[config.mk]
export PLATFORM = sky130hd
export DESIGN_NAME = iob_2p_mem_rd_stream
export DESIGN_NICKNAME = d
export VERILOG_FILES = /design/src/rtl/iob_2p_mem_rd_stream_pkg.sv /design/src/rtl/iob_skid_fifo2.sv /design/src/rtl/iob_2p_mem_rd_stream.sv
export SDC_FILE = /design/constraint.sdc
export NUM_CORES = 1
export LEC_CHECK = 0
export BUFFER_PORTS_ARGS = -buffer_cell sky130_fd_sc_hd__buf_2
export CORE_UTILIZATION = 35
export CTS_CLUSTER_DIAMETER = 30
export DETAILED_ROUTE_END_ITERATION = 10
export GPL_TIMING_DRIVEN = 0
export SLEW_MARGIN = 20
export SYNTH_ARGS = -nofsm -noshare
export SYNTH_HDL_FRONTEND = slang
export SYNTH_HIERARCHICAL = 1
export SYNTH_SLANG_ARGS = --single-unit
[constraint.sdc]
create_clock -name clk -period 7.55 [get_ports clk]
set_input_delay 0.755 -clock clk [delete_from_list [all_inputs] [get_ports clk]]
set_output_delay 0.755 -clock clk [all_outputs]
set_load 0.03 [all_outputs]
[src/rtl/iob_2p_mem_rd_stream_pkg.sv]
// Shared definitions for the read-stream controller: FSM encoding and skid depth.
package iob_2p_mem_rd_stream_pkg;

   // FSM state encoding shared by the controller and anything that observes it.
   typedef enum logic [1:0] {
      ST_IDLE  = 2'd0,
      ST_RUN   = 2'd1,
      ST_DRAIN = 2'd2
   } state_t;

   // Entries in the output skid buffer, and width of its occupancy count.
   localparam int SKID_DEPTH = 2;
   localparam int SKID_CNT_W = 2;

endpackage

[src/rtl/iob_skid_fifo2.sv]
// Two-entry valid/ready buffer with occupancy count. The head entry drives
// out_data directly from a flop. A push and a pop in the same cycle are allowed
// at any occupancy. The writer must not push into a full buffer unless it is
// also popping in that cycle.
module iob_skid_fifo2
   import iob_2p_mem_rd_stream_pkg::*;
#(
   parameter int DATA_W = 16
) (
   input  logic                  clk,
   input  logic                  rst_n,
   input  logic                  in_valid,
   input  logic [DATA_W-1:0]     in_data,
   input  logic                  out_ready,
   output logic                  out_valid,
   output logic [DATA_W-1:0]     out_data,
   output logic [SKID_CNT_W-1:0] count
);

   logic [DATA_W-1:0]     head_q, head_d;
   logic [DATA_W-1:0]     tail_q, tail_d;
   logic [SKID_CNT_W-1:0] cnt_q, cnt_d;
   logic                  pop;

   // Next entry contents and occupancy for push, pop, or both.
   always_comb begin
      head_d = head_q;
      tail_d = tail_q;
      pop    = (cnt_q != '0) && out_ready;
      cnt_d  = cnt_q + SKID_CNT_W'(in_valid) - SKID_CNT_W'(pop);
      case ({in_valid, pop})
         2'b10: begin
            if (cnt_q == '0) head_d = in_data;
            else             tail_d = in_data;
         end
         2'b01: begin
            if (cnt_q == SKID_CNT_W'(2)) head_d = tail_q;
         end
         2'b11: begin
            if (cnt_q == SKID_CNT_W'(1)) begin
               head_d = in_data;
            end else begin
               head_d = tail_q;
               tail_d = in_data;
            end
         end
         default: ;
      endcase
   end

   // Buffer storage and count.
   always_ff @(posedge clk) begin
      if (!rst_n) begin
         head_q <= '0;
         tail_q <= '0;
         cnt_q  <= '0;
      end else begin
         head_q <= head_d;
         tail_q <= tail_d;
         cnt_q  <= cnt_d;
      end
   end

   assign out_valid = (cnt_q != '0);
   assign out_data  = head_q;
   assign count     = cnt_q;

endmodule

[src/rtl/iob_2p_mem_rd_stream.sv]
// Read-side streaming controller for the wide port of the two-port memory.
// A start command issues a burst of sequential reads. The one-cycle read
// latency is absorbed, and the returned words are presented on a valid/ready
// stream through a two-entry skid buffer.
// Build option: define IOB_MEM_RD_STREAM_WRAP_EN to let bursts wrap past the top
// address. Without it, a start that would run past the end of memory is
// rejected with an err pulse.
//
// state    | meaning
// ---------+------------------------------------------------------------
// ST_IDLE  | waiting for start; len==0 gives done only, overrun gives err
// ST_RUN   | issuing reads while words remain and buffer credit allows
// ST_DRAIN | all reads issued; wait for buffer and in-flight read to empty
module iob_2p_mem_rd_stream
   import iob_2p_mem_rd_stream_pkg::*;
#(
   parameter int DATA_W = 16,
   parameter int ADDR_W = 7,
   parameter int LEN_W  = 8
) (
   input  logic              clk,
   input  logic              rst_n,
   input  logic              start,
   input  logic [ADDR_W-1:0] base_addr,
   input  logic [LEN_W-1:0]  len,
   output logic              busy,
   output logic              done,
   output logic              err,
   output logic              r_en,
   output logic [ADDR_W-1:0] r_addr,
   input  logic [DATA_W-1:0] r_data,
   output logic              out_valid,
   input  logic              out_ready,
   output logic [DATA_W-1:0] out_data
);

   state_t                state_q, state_d;
   logic [ADDR_W-1:0]     addr_q, addr_d;
   logic [LEN_W-1:0]      rem_q, rem_d;
   logic                  inflight_q, inflight_d;
   logic                  busy_q, busy_d;
   logic                  done_q, done_d;
   logic                  err_q, err_d;

   logic [SKID_CNT_W-1:0] fifo_cnt;
   logic                  pop;
   logic [2:0]            occ_next;
   logic                  issue;
   logic                  fits;

   // Credit includes this cycle's pop so the stream sustains one word per cycle.
   always_comb begin
      pop      = out_valid && out_ready;
      occ_next = 3'(fifo_cnt) + 3'(inflight_q) - 3'(pop);
      issue    = (state_q == ST_RUN) && (rem_q != '0) && (occ_next < 3'(SKID_DEPTH));
   end

`ifdef IOB_MEM_RD_STREAM_WRAP_EN
   assign fits = 1'b1;
`else
   logic [LEN_W:0] end_addr;
   localparam logic [LEN_W:0] MEM_WORDS = (LEN_W+1)'(1) << ADDR_W;
   assign end_addr = (LEN_W+1)'(base_addr) + (LEN_W+1)'(len);
   assign fits     = (end_addr <= MEM_WORDS);
`endif

   // Next-state and output logic for the burst FSM.
   always_comb begin
      state_d    = state_q;
      addr_d     = addr_q;
      rem_d      = rem_q;
      inflight_d = issue;
      done_d     = 1'b0;
      err_d      = 1'b0;
      case (state_q)
         ST_IDLE: begin
            if (start) begin
               if (len == '0) begin
                  done_d = 1'b1;
               end else if (!fits) begin
                  err_d = 1'b1;
               end else begin
                  state_d = ST_RUN;
                  addr_d  = base_addr;
                  rem_d   = len;
               end
            end
         end
         ST_RUN: begin
            if (issue) begin
               addr_d = addr_q + 1'b1;
               rem_d  = rem_q - 1'b1;
               if (rem_q == LEN_W'(1)) state_d = ST_DRAIN;
            end
         end
         ST_DRAIN: begin
            // Finish on the cycle the last word leaves, so done follows it directly.
            if (occ_next == '0 && !inflight_d) begin
               state_d = ST_IDLE;
               done_d  = 1'b1;
            end
         end
         default: state_d = ST_IDLE;
      endcase
      busy_d = (state_d != ST_IDLE);
   end

   // FSM registers and registered status outputs.
   always_ff @(posedge clk) begin
      if (!rst_n) begin
         state_q    <= ST_IDLE;
         addr_q     <= '0;
         rem_q      <= '0;
         inflight_q <= 1'b0;
         busy_q     <= 1'b0;
         done_q     <= 1'b0;
         err_q      <= 1'b0;
      end else begin
         state_q    <= state_d;
         addr_q     <= addr_d;
         rem_q      <= rem_d;
         inflight_q <= inflight_d;
         busy_q     <= busy_d;
         done_q     <= done_d;
         err_q      <= err_d;
      end
   end

   assign busy   = busy_q;
   assign done   = done_q;
   assign err    = err_q;
   assign r_en   = issue;
   assign r_addr = addr_q;

   iob_skid_fifo2 #(.DATA_W(DATA_W)) u_skid (
      .clk       (clk),
      .rst_n     (rst_n),
      .in_valid  (inflight_q),
      .in_data   (r_data),
      .out_ready (out_ready),
      .out_valid (out_valid),
      .out_data  (out_data),
      .count     (fifo_cnt)
   );

endmodule
Word-level counts from Yosys, hierarchy flattened --
Cells that the tools add are included.
Storage, ports and cells: register bits after elaboration 55, input port bits 35, output and inout port bits 28
Operators by class: mux-type cells 29, reductions and logical operators 19, magnitude comparators 2, equal/unequal tests 16, add/sub/neg operators 7, bitwise gates (word level) 3
Operators by type and width (count):
- 2-to-1 mux 16 bit | 5
- one-hot mux 16 bit (3 select lines) | 1
- 2-to-1 mux 8 bit | 4
- one-hot mux 16 bit (2 select lines) | 1
- 2-to-1 mux 7 bit | 4
- one-hot mux 8 bit (2 select lines) | 1
- one-hot mux 7 bit (2 select lines) | 1
- 2-to-1 mux 2 bit | 6
- inequality test 2 bit (second input constant) | 6
- adder 7 x 8 -> 9 bit | 1
- less-or-equal comparator 9 x 8 -> 1 bit (second input constant) | 1
- equality test 2 bit (second input constant) | 4
- equality test 8 x 1 -> 1 bit (second input constant) | 1
- logical NOT 8 bit | 1
- nonzero test 2 bit | 4
- nonzero test 8 bit | 1
- subtractor 8 x 1 -> 8 bit (second input constant) | 1
- adder 7 x 1 -> 7 bit (second input constant) | 1
- equality test 2 x 1 -> 1 bit (second input constant) | 3
- one-hot mux 2 bit (3 select lines) | 1
- AND reduction 3 bit | 2
- AND reduction 5 bit | 1
- logical AND 1 bit | 4
- logical NOT 2 bit | 2
- other kinds (13) | 19

Longest topological paths before layout --
Gate-level depths: netlist of run 1.
word-level depth 10, gate-level depth with buffers 14, depth with buffers taken out 13

By module --
The synthesis of run 1 kept the hierarchy.
Modules (own cells, without submodules):
- iob_2p_mem_rd_stream | cells an instance 225, area an instance 1845.5 sq um, times used 1, sequential area each 420.4 sq um
- iob_skid_fifo2 | cells an instance 141, area an instance 1589.0 sq um, times used 1, sequential area each 680.7 sq um

Worst setup path after synthesis of run 1 --
OpenSTA, ideal clock, no wires.
kind register to output, start point reg u_skid.cnt_q[1], in the netlist u_skid/count[1], end point out r_en, path slack 4076 ps, arrival 2719 ps, buffers on the path 0, data required time 6795 ps, stages on the path, launching flop included 11, cell sequence dfxtp_1 -> inv_1 -> nand2_1 -> and2_1 -> ha_1 -> inv_1 -> ha_1 -> fa_1 -> xor2_1 -> nand2b_1 -> a211oi_2
Between the ends: cells in the longest elaborated chain, start to end 5, elaborated cells between the ends (all ways) 6, those cells by class add/sub: 2; order compare: 1; reduce/logical: 3
RTL lines:
- from (decl) | RTL line iob_skid_fifo2.sv:22 | logic [SKID_CNT_W-1:0] cnt_q, cnt_d;
- from (signal assigned) | RTL line iob_skid_fifo2.sv:60 | cnt_q <= cnt_d;
- nonzero test 2 bit | RTL line iob_skid_fifo2.sv:64 | assign out_valid = (cnt_q != '0);
- via out_valid | RTL line iob_2p_mem_rd_stream.sv:32 | output logic out_valid,
- logical AND 1 bit | RTL line iob_2p_mem_rd_stream.sv:53 | pop = out_valid && out_ready;
- subtractor 3 x 1 -> 3 bit | RTL line iob_2p_mem_rd_stream.sv:54 | occ_next = 3'(fifo_cnt) + 3'(inflight_q) - 3'(pop);
- < comparator 3 x 2 -> 1 bit | RTL line iob_2p_mem_rd_stream.sv:55 | issue = (state_q == ST_RUN) && (rem_q != '0) && (occ_next < 3'(SKID_DEPTH));
- logical AND 1 bit | RTL line iob_2p_mem_rd_stream.sv:55
- to (decl) | RTL line iob_2p_mem_rd_stream.sv:29 | output logic r_en,
The timed path passes the listed nets, and every way through them passes these cells.

Worst setup path after layout of run 1 --
start point reg u_skid.cnt_q[1], in the netlist u_skid/count[1], end point out r_en
Between the ends: cells in the longest elaborated chain, start to end 5, elaborated cells between the ends (all ways) 6, those cells by class add/sub: 2; order compare: 1; reduce/logical: 3
RTL lines (RTL line):
- branches (longest 2 deep; another with adder 2 x 1 -> 3 bit)
- subtractor 3 x 1 -> 3 bit (*) | iob_2p_mem_rd_stream.sv:54
- < comparator 3 x 2 -> 1 bit (*) | iob_2p_mem_rd_stream.sv:55
- logical AND 1 bit (*) | iob_2p_mem_rd_stream.sv:55
Every way passes the cells marked *.

==> metrics.txt, run 1 <==
# TYPE chip_impl_metric gauge
chip_impl_metric{name="share_comb_of_total_power",unit=""} 0.284
chip_impl_metric{name="ys_ff_latch",unit=""} 55
chip_impl_metric{name="intPower",unit="mW"} 0.493
chip_impl_info{name="hp-class",value="reg -> reg"} 1
chip_impl_metric{name="cts_hold_repair.buffers",unit=""} 0
chip_impl_metric{name="wl_met2",unit="mm"} 3.90
chip_impl_metric{name="post-cts-setup-buffers",unit=""} 0
chip_impl_metric{name="timing.hold.worst_path_depth",unit=""} 2
chip_impl_metric{name="floorplan.rows",unit=""} 35
chip_impl_info{name="status",value="finished clean"} 1
chip_impl_metric{name="drt_drc_violations_left",unit=""} 0
chip_impl_metric{name="ys_warn_count",unit=""} 6
chip_impl_metric{name="clock_transition_time_at_the_flip_flop_clock_pins_of_the_worst_setup_and_hold_paths",unit="ns"} 0.10
chip_impl_metric{name="period_minus_slack",unit="ns"} 3.91
chip_impl_metric{name="area_growth_syn_to_layout",unit="%"} 16.8
chip_impl_metric{name="avgSynthCellArea",unit="um2"} 9.38
chip_impl_metric{name="cp_data_required_time",unit="ns"} 6.80
chip_impl_info{name="worstSetupEndpointType",value="primary output"} 1
chip_impl_metric{name="maxSlewViolCount",unit=""} 0
chip_impl_info{name="critical_path.cell_chain",value="inv_1 > nand2_1 > and2_1 > ha_1 > inv_1 > ha_1 > fa_1 > nand2b_1 > a211oi_2 > buf_2"} 1
chip_impl_metric{name="maxcap_viol_count",unit=""} 0
chip_impl_metric{name="global_route_wire_length_before_repair",unit="mm"} 14.0
chip_impl_metric{name="drt_iter0_markers",unit=""} 139
chip_impl_metric{name="grt_overflow_total",unit=""} 0
chip_impl_metric{name="cell_area_synth",unit="um2"} 3430
chip_impl_info{name="synth_top_cell_by_area",value="dfxtp_1"} 1
chip_impl_metric{name="floorplan.core_area",unit="um2"} 9370
chip_impl_metric{name="clk_path_buf_depth",unit=""} 2
chip_impl_info{name="critical_path.startpoint_type",value="flop"} 1
chip_impl_metric{name="clkLatencyLatePin",unit="ns"} 0.32
chip_impl_metric{name="ys_async_sr_fraction",unit=""} 0
chip_impl_metric{name="detail_route.wirelength",unit="mm"} 8.43
chip_impl_metric{name="detail_route.wirelength.met1",unit="mm"} 4.10
chip_impl_metric{name="clock.fmax",unit="MHz"} 255
chip_impl_info{name="timing.setup.critical_path_class",value="reg -> out"} 1
chip_impl_metric{name="cts.htree.levels",unit=""} 2
chip_impl_metric{name="die-width",unit="um"} 101
chip_impl_metric{name="dp_hpwl",unit="mm"} 6.31
chip_impl_metric{name="worstRegToRegCells",unit=""} 13
chip_impl_metric{name="post_cts_resize_count",unit=""} 0
chip_impl_metric{name="num-nets-final",unit=""} 485
chip_impl_metric{name="netSwitchingFraction",unit=""} 0.331
chip_impl_metric{name="power_density",unit="nW/um2"} 184
chip_impl_metric{name="design.die.area",unit="um2"} 10200
chip_impl_metric{name="post-synth-top-area-fraction",unit=""} 0.321
chip_impl_info{name="cts_tree",value="done"} 1
chip_impl_metric{name="fin_worst_skew",unit="ns"} 0.00770
chip_impl_info{name="synth.top_cells.by_count",value="55 x dfxtp_1, 41 x nand2_1, 19 x nor2_1, 19 x nor2b_1, 18 x mux2i_1"} 1
chip_impl_metric{name="count_of_antenna_violating_nets_left_after_detailed_routing",unit=""} 0
chip_impl_metric{name="synth_enable_flop_cells",unit=""} 0
chip_impl_info{name="synth.top_cells.by_area",value="dfxtp_1 32%, mux2i_1 5.2%, ha_1 5.1%"} 1
chip_impl_metric{name="timing.critical_path.arrival",unit="ns"} 3.16
chip_impl_info{name="grt_setup_unrepaired",value="no"} 1
chip_impl_metric{name="timing.critical_path.fanout_max",unit=""} 8
chip_impl_metric{name="place_congestion",unit=""} 0.838
chip_impl_metric{name="timing_hold_violations_final",unit=""} 0
chip_impl_metric{name="finalCritPeriodShare",unit=""} 0.519
chip_impl_metric{name="p_sw",unit="mW"} 0.244
chip_impl_metric{name="leakagePower",unit="nW"} 1.95
chip_impl_metric{name="initial_core_util",unit=""} 0.366
chip_impl_metric{name="setup-violations-final",unit=""} 0
chip_impl_info{name="clock-root-buffer",value="clkbuf_8"} 1
chip_impl_metric{name="netlist_instances",unit=""} 366
chip_impl_metric{name="grt_start_max_net_pins",unit=""} 18
chip_impl_metric{name="irDropWorstVdd",unit="uV"} 85.6
chip_impl_metric{name="worst_slew_margin_relative_to_its_limit",unit=""} 0.529
chip_impl_info{name="critPathSlowestCell",value="a211oi_2"} 1
chip_impl_metric{name="routed-wl-met3",unit="um"} 371
chip_impl_metric{name="routed_via_density",unit=""} 5.29
chip_impl_metric{name="grt_antenna_before_repair",unit=""} 0
chip_impl_metric{name="layout.filler_cells",unit=""} 999
chip_impl_metric{name="io_buffer_count",unit=""} 61
chip_impl_metric{name="synth_fp_nets",unit=""} 417
chip_impl_metric{name="timing_worst_slew_pin_value",unit="ns"} 0.706
chip_impl_metric{name="detailroute.via_count",unit=""} 2981
chip_impl_metric{name="post_synth_num_cell_types",unit=""} 61
chip_impl_metric{name="finalSetupTns",unit="ns"} 0
chip_impl_metric{name="drt_pass1_iterations",unit=""} 4
chip_impl_metric{name="cts_num_sinks",unit=""} 55
chip_impl_metric{name="power_frac_seq",unit=""} 0.440
chip_impl_metric{name="n_antenna_cell",unit=""} 0
chip_impl_metric{name="critical-path-max-stage-delay",unit="ns"} 0.58
chip_impl_metric{name="final_layout_size_suffix_gt1_frac",unit=""} 0.260
chip_impl_info{name="ys.flop_type",value="dfxtp_1"} 1
chip_impl_metric{name="die_y",unit="um"} 101
chip_impl_info{name="yosys.cell_count.top_type",value="dfxtp_1"} 1
chip_impl_metric{name="fin_total_pwr",unit="mW"} 0.737
chip_impl_metric{name="grtUsageTotal",unit=""} 0.172
chip_impl_metric{name="via_count_of_the_first_global_routing_pass",unit=""} 2863
chip_impl_metric{name="synth-seq-area-share",unit=""} 0.321
chip_impl_metric{name="clockPowerShare",unit=""} 0.276
chip_impl_metric{name="cts-buffers-inserted",unit=""} 5
chip_impl_metric{name="post_drt_wl_per_cell",unit="um"} 15.0
chip_impl_metric{name="top_level_ports",unit=""} 63
chip_impl_info{name="highest-signal-layer",value="met4"} 1
-- kinds of logic (layout without fill, tap and decap cells) --
kind of cell,Yosys count,after routing,synth area share
muxes,34,34,0.106
DFF,55,55,0.321
xor gates and xnor gates,4,4,0.0102
buffers and inverters,29,98,0.0485
AOI/OAI and AO/OA,93,93,0.242
and+or+nand+nor,135,135,0.210
adders and majority gates,16,16,0.0627
-- routing by layer --
layer  track usage  vias to the layer above
met2         0.284                       63
met1         0.233                     1424
met5             0                        -
li1              -                     1487
met4        0.0357                        0
met3        0.0326                        7
-- stage by stage --
stage                     std cells  area, um2  setup slack, ns  utilization  hold WS, ns
after detailed placement        556       3900             3.81        0.416        0.452
after floorplan                 366       3430             4.08            -        0.468
after CTS                       564       4010             3.63        0.428        0.468
final                           564       4010             3.64        0.428        0.463
after global routing            564       4010             3.48        0.428        0.506
after global placement          556       3900             3.83        0.416        0.456
-- worst paths after layout --
| check | slack, ns | end | from |
|---|---|---|---|
| setup / recovery | 3.64 | r_en | u_skid/count[1] |
| hold / removal | 0.46 | u_skid/out_data[8] | u_skid/out_data[8] |
| setup reg to reg | 4.23 | r_addr[1] | u_skid/count[1] |
| hold reg to reg | 0.46 | u_skid/out_data[8] | u_skid/out_data[8] |
-- sequential cells by signal (all words and copies together), names as in the netlist --
signal           flops
u_skid/out_data     16
u_skid/tail_q       16
rem_q                8
r_addr               7
state_q              2
u_skid/count         2
busy                 1
done                 1
err                  1
inflight_q           1
-- area by class of cell --
| class | count | area (um2) | share of cell area |
|---|---|---|---|
| buffer | 18 | 125 | 0.0312 |
| clock buffer | 6 | 72.6 | 0.0181 |
| clock inverter | 2 | 38.8 | 0.00967 |
| inverter | 11 | 41.3 | 0.0103 |
| multi-input combinational | 282 | 2170 | 0.540 |
| sequential | 55 | 1100 | 0.274 |
| tap | 129 | 161 | 0.0402 |
| timing repair buffer | 61 | 305 | 0.0761 |
-- worst max-delay path: cells and delay by family, from the launching register on --
family / cells / cell delay [ns]
buffers and inverters: 3 / 0.53
flip-flops: 1 / 0.55
adder cells (fa/ha/maj): 3 / 0.76
AND/OR/NAND/NOR: 3 / 0.41
AO/OA/AOI/OAI: 1 / 0.58
-- power by group through the flow --
stage	Sequential [mW]	Combinational [mW]	Clock (mW)
global route	0.327	0.229	0.219
CTS	0.324	0.210	0.210
finish	0.324	0.209	0.203
detailed placement	0.331	0.208	0
floorplan	0.351	0.129	0
global placement	0.330	0.206	0
-- cell usage in the layout, fill, tap and decap left out, types with 14 or more instances in the layout --
master | synthesis | final
o211a_1 | 15 | 15
buf_2 | 1 | 62
nor2b_1 | 19 | 19
nand2b_1 | 17 | 17
nor2_1 | 19 | 19
mux2_2 | 15 | 15
ha_1 | 14 | 14
mux2i_1 | 18 | 18
dfxtp_1 | 55 | 55
nand2_1 | 41 | 41
Power figures use the tool's default switching activity.
==> inputs of run 2 (changes only) <==
- ABC_AREA: unset -> 1
- clock period: 7.55 -> 4.05 ns (I/O delays scaled with it)
==> metrics.txt, run 2 <==
# TYPE chip_impl_metric gauge
chip_impl_metric{name="n_antenna_cell",unit=""} 0
chip_impl_info{name="worstSetupEndpointType",value="primary output"} 1
chip_impl_info{name="status",value="finished clean"} 1
chip_impl_metric{name="design.die.area",unit="um2"} 10400
chip_impl_metric{name="setup-violations-final",unit=""} 0
chip_impl_metric{name="grt_overflow_total",unit=""} 0
chip_impl_metric{name="worst_slew_margin_relative_to_its_limit",unit=""} 0.622
chip_impl_info{name="timing.critical_path.mode_cell",value="inv_1"} 1
chip_impl_metric{name="cell_area_synth",unit="um2"} 3490
chip_impl_metric{name="period_minus_slack",unit="ns"} 3.08
chip_impl_info{name="critical_path.startpoint_type",value="flop"} 1
chip_impl_metric{name="maxSlewViolCount",unit=""} 0
chip_impl_metric{name="drt_iter0_markers",unit=""} 113
chip_impl_metric{name="placement.setup.worst_slack",unit="ns"} 1.24
chip_impl_metric{name="timing_worst_slew_pin_value",unit="ns"} 0.561
chip_impl_metric{name="grt_start_max_net_pins",unit=""} 20
chip_impl_metric{name="cts-buffers-inserted",unit=""} 5
chip_impl_info{name="cts_tree",value="done"} 1
chip_impl_metric{name="top_level_ports",unit=""} 63
chip_impl_metric{name="via_count_of_the_first_global_routing_pass",unit=""} 3151
chip_impl_metric{name="clock_transition_time_at_the_flip_flop_clock_pins_of_the_worst_setup_and_hold_paths",unit="ns"} 0.11
chip_impl_metric{name="ys_warn_count",unit=""} 6
chip_impl_metric{name="power_density",unit="nW/um2"} 339
chip_impl_info{name="synth.top_cells.by_area",value="dfxtp_1 32%, nand2_1 11%, inv_1 7.6%"} 1
chip_impl_metric{name="detailroute.via_count",unit=""} 3402
chip_impl_metric{name="grtUsageTotal",unit=""} 0.173
chip_impl_metric{name="finalCritPeriodShare",unit=""} 0.760
chip_impl_metric{name="cts_num_sinks",unit=""} 55
chip_impl_metric{name="avgSynthCellArea",unit="um2"} 6.76
chip_impl_metric{name="worst_hold_slack",unit="ns"} 0.322
chip_impl_info{name="critPathSlowestCell",value="dfxtp_1"} 1
chip_impl_metric{name="cts.htree.levels",unit=""} 2
chip_impl_metric{name="netlist_instances",unit=""} 517
chip_impl_metric{name="post_drt_wl_per_cell",unit="um"} 11.9
chip_impl_metric{name="cts_hold_repair.buffers",unit=""} 0
chip_impl_metric{name="dp_hpwl",unit="mm"} 6.50
chip_impl_metric{name="global_route_wire_length_before_repair",unit="mm"} 14.5
chip_impl_info{name="yosys.cell_count.top_type",value="nand2_1"} 1
chip_impl_metric{name="post_synth_num_cell_types",unit=""} 38
chip_impl_metric{name="io_buffer_count",unit=""} 62
chip_impl_metric{name="leakagePower",unit="nW"} 2.07
chip_impl_metric{name="floorplan.core_area",unit="um2"} 9730
chip_impl_metric{name="drt_drc_violations_left",unit=""} 0
chip_impl_info{name="synth_top_cell_by_area",value="dfxtp_1"} 1
chip_impl_metric{name="timing.critical_path.fanout_max",unit=""} 6
chip_impl_metric{name="area_growth_syn_to_layout",unit="%"} 16.4
chip_impl_metric{name="final_layout_size_suffix_gt1_frac",unit=""} 0.228
chip_impl_metric{name="initial_core_util",unit=""} 0.359
chip_impl_metric{name="timing_hold_violations_final",unit=""} 0
chip_impl_metric{name="ys_async_sr_fraction",unit=""} 0
chip_impl_metric{name="post-cts-setup-buffers",unit=""} 0
chip_impl_metric{name="clk_path_buf_depth",unit=""} 2
chip_impl_metric{name="layout.cells.non_filler",unit=""} 720
chip_impl_metric{name="routed_via_density",unit=""} 4.73
chip_impl_metric{name="timing.critical_path.arrival",unit="ns"} 2.67
chip_impl_metric{name="synth_enable_flop_cells",unit=""} 0
chip_impl_info{name="clock-root-buffer",value="clkbuf_8"} 1
chip_impl_metric{name="clock.fmax",unit="MHz"} 325
chip_impl_info{name="grt_setup_unrepaired",value="no"} 1
chip_impl_info{name="mostFrequentLayoutCell",value="nand2_1"} 1
chip_impl_metric{name="clkLatencyLatePin",unit="ns"} 0.32
chip_impl_metric{name="layout.filler_cells",unit=""} 1064
chip_impl_metric{name="grt_antenna_before_repair",unit=""} 0
chip_impl_metric{name="fin_worst_skew",unit="ns"} 0.0121
chip_impl_metric{name="irDropWorstVdd",unit="uV"} 162
chip_impl_metric{name="count_of_antenna_violating_nets_left_after_detailed_routing",unit=""} 0
chip_impl_info{name="timing.setup.critical_path_class",value="reg -> out"} 1
chip_impl_metric{name="finalSetupTns",unit="ns"} 0
chip_impl_info{name="most-common-layout-cells",value="100 x nand2_1, 71 x inv_1, 63 x buf_2, 59 x nor2_1, 55 x dfxtp_1"} 1
chip_impl_metric{name="synth_fp_nets",unit=""} 568
chip_impl_metric{name="timing.final.ws_setup",unit="ns"} 0.973
chip_impl_metric{name="place_congestion",unit=""} 0.844
chip_impl_metric{name="maxcap_viol_count",unit=""} 0
chip_impl_info{name="critical_path.cell_chain",value="inv_2 > nand2_2 > nand2_1 > inv_1 > ha_1 > inv_1 > ha_1 > fa_1 > xnor2_1 > nor2_1 > nand3_1 > inv_1 > buf_2"} 1
chip_impl_info{name="synth.top_cells.by_count",value="100 x nand2_1, 71 x inv_1, 59 x nor2_1"} 1
chip_impl_metric{name="critical-path-max-stage-delay",unit="ns"} 0.39
chip_impl_metric{name="floorplan.rows",unit=""} 36
chip_impl_metric{name="cp_data_required_time",unit="ns"} 3.64
chip_impl_metric{name="die-width",unit="um"} 102
chip_impl_metric{name="ys_ff_latch",unit=""} 55
chip_impl_metric{name="num-nets-final",unit=""} 637
chip_impl_info{name="hp-class",value="in -> reg"} 1
chip_impl_metric{name="post_cts_resize_count",unit=""} 0
chip_impl_metric{name="place.detailed.instances",unit=""} 712
chip_impl_info{name="ys.flop_type",value="dfxtp_1"} 1
chip_impl_metric{name="post-synth-top-area-fraction",unit=""} 0.315
chip_impl_metric{name="die_y",unit="um"} 102
chip_impl_metric{name="detail_route.wirelength",unit="mm"} 8.53
chip_impl_metric{name="synth-seq-area-share",unit=""} 0.315
chip_impl_metric{name="drt_pass1_iterations",unit=""} 4
==> run 2: worst paths after layout <==
check | from | slack (ns) | cells after the start | to
setup / recovery | u_skid/count[1] | 0.97 | 13 | r_en
hold / removal | r_data[3] | 0.32 | 3 | u_skid/tail_q[3]
setup reg to reg | u_skid/count[1] | 1.20 | 16 | r_addr[6]
hold reg to reg | u_skid/tail_q[11] | 0.51 | 2 | u_skid/tail_q[11]
==> run 2: through the flow <==
stage / util / total power, mW / instance area [um2]
after global routing: 0.418 / 1.49 / 4070
after detailed placement: 0.408 / 1.06 / 3970
after CTS: 0.418 / 1.39 / 4070
final: 0.418 / 1.38 / 4070
after global placement: 0.408 / 1.05 / 3970
after floorplan: - / 0.943 / 3490
==> run 2: per-layer routing <==
layer	up-vias	track usage	part of all wire	wire length (um)
met1	1545	0.233	0.48	4080
li1	1772	-	-	-
met5	-	0	0	0
met2	77	0.287	0.46	3920
met4	0	0.0440	0.0097	83
met3	8	0.0315	0.053	448
==> run 2: where the power goes <==
group | leakage (nW) | internal (mW) | switching, mW
sequential | 0.447 | 0.580 | 0.0339
clock | 0.0463 | 0.128 | 0.200
combinational | 1.58 | 0.152 | 0.284
total | 2.07 | 0.859 | 0.519
==> run 2: layout make-up <==
cell class	instances	area, um2	area share
Multi-Input combinational cell	366	1960	0.483
Sequential cell	55	1100	0.271
Timing Repair Buffer	62	310	0.0763
Inverter	79	302	0.0741
Tap cell	133	166	0.0409
Buffer	17	129	0.0317
Clock buffer	5	68.8	0.0169
Clock inverter	3	27.5	0.00677
==> run 2: cells by family after synthesis <==
kind of cell	after synthesis	share of synthesized area
XOR/XNOR	5	0.0125
adder cells (fa/ha/maj)	16	0.0616
flip-flops	55	0.315
buffers and inverters	96	0.123
AO/OA/AOI/OAI	70	0.107
multiplexers	2	0.00573
AND/OR/NAND/NOR	273	0.375
==> run 2: critical path: cells and delay by family (launching register included) <==
kind | cells | cell delay, ns
fa+ha+maj | 3 | 0.81
xor+xnor | 1 | 0.13
simple gates | 4 | 0.46
flops | 1 | 0.39
buf+inv | 5 | 0.56
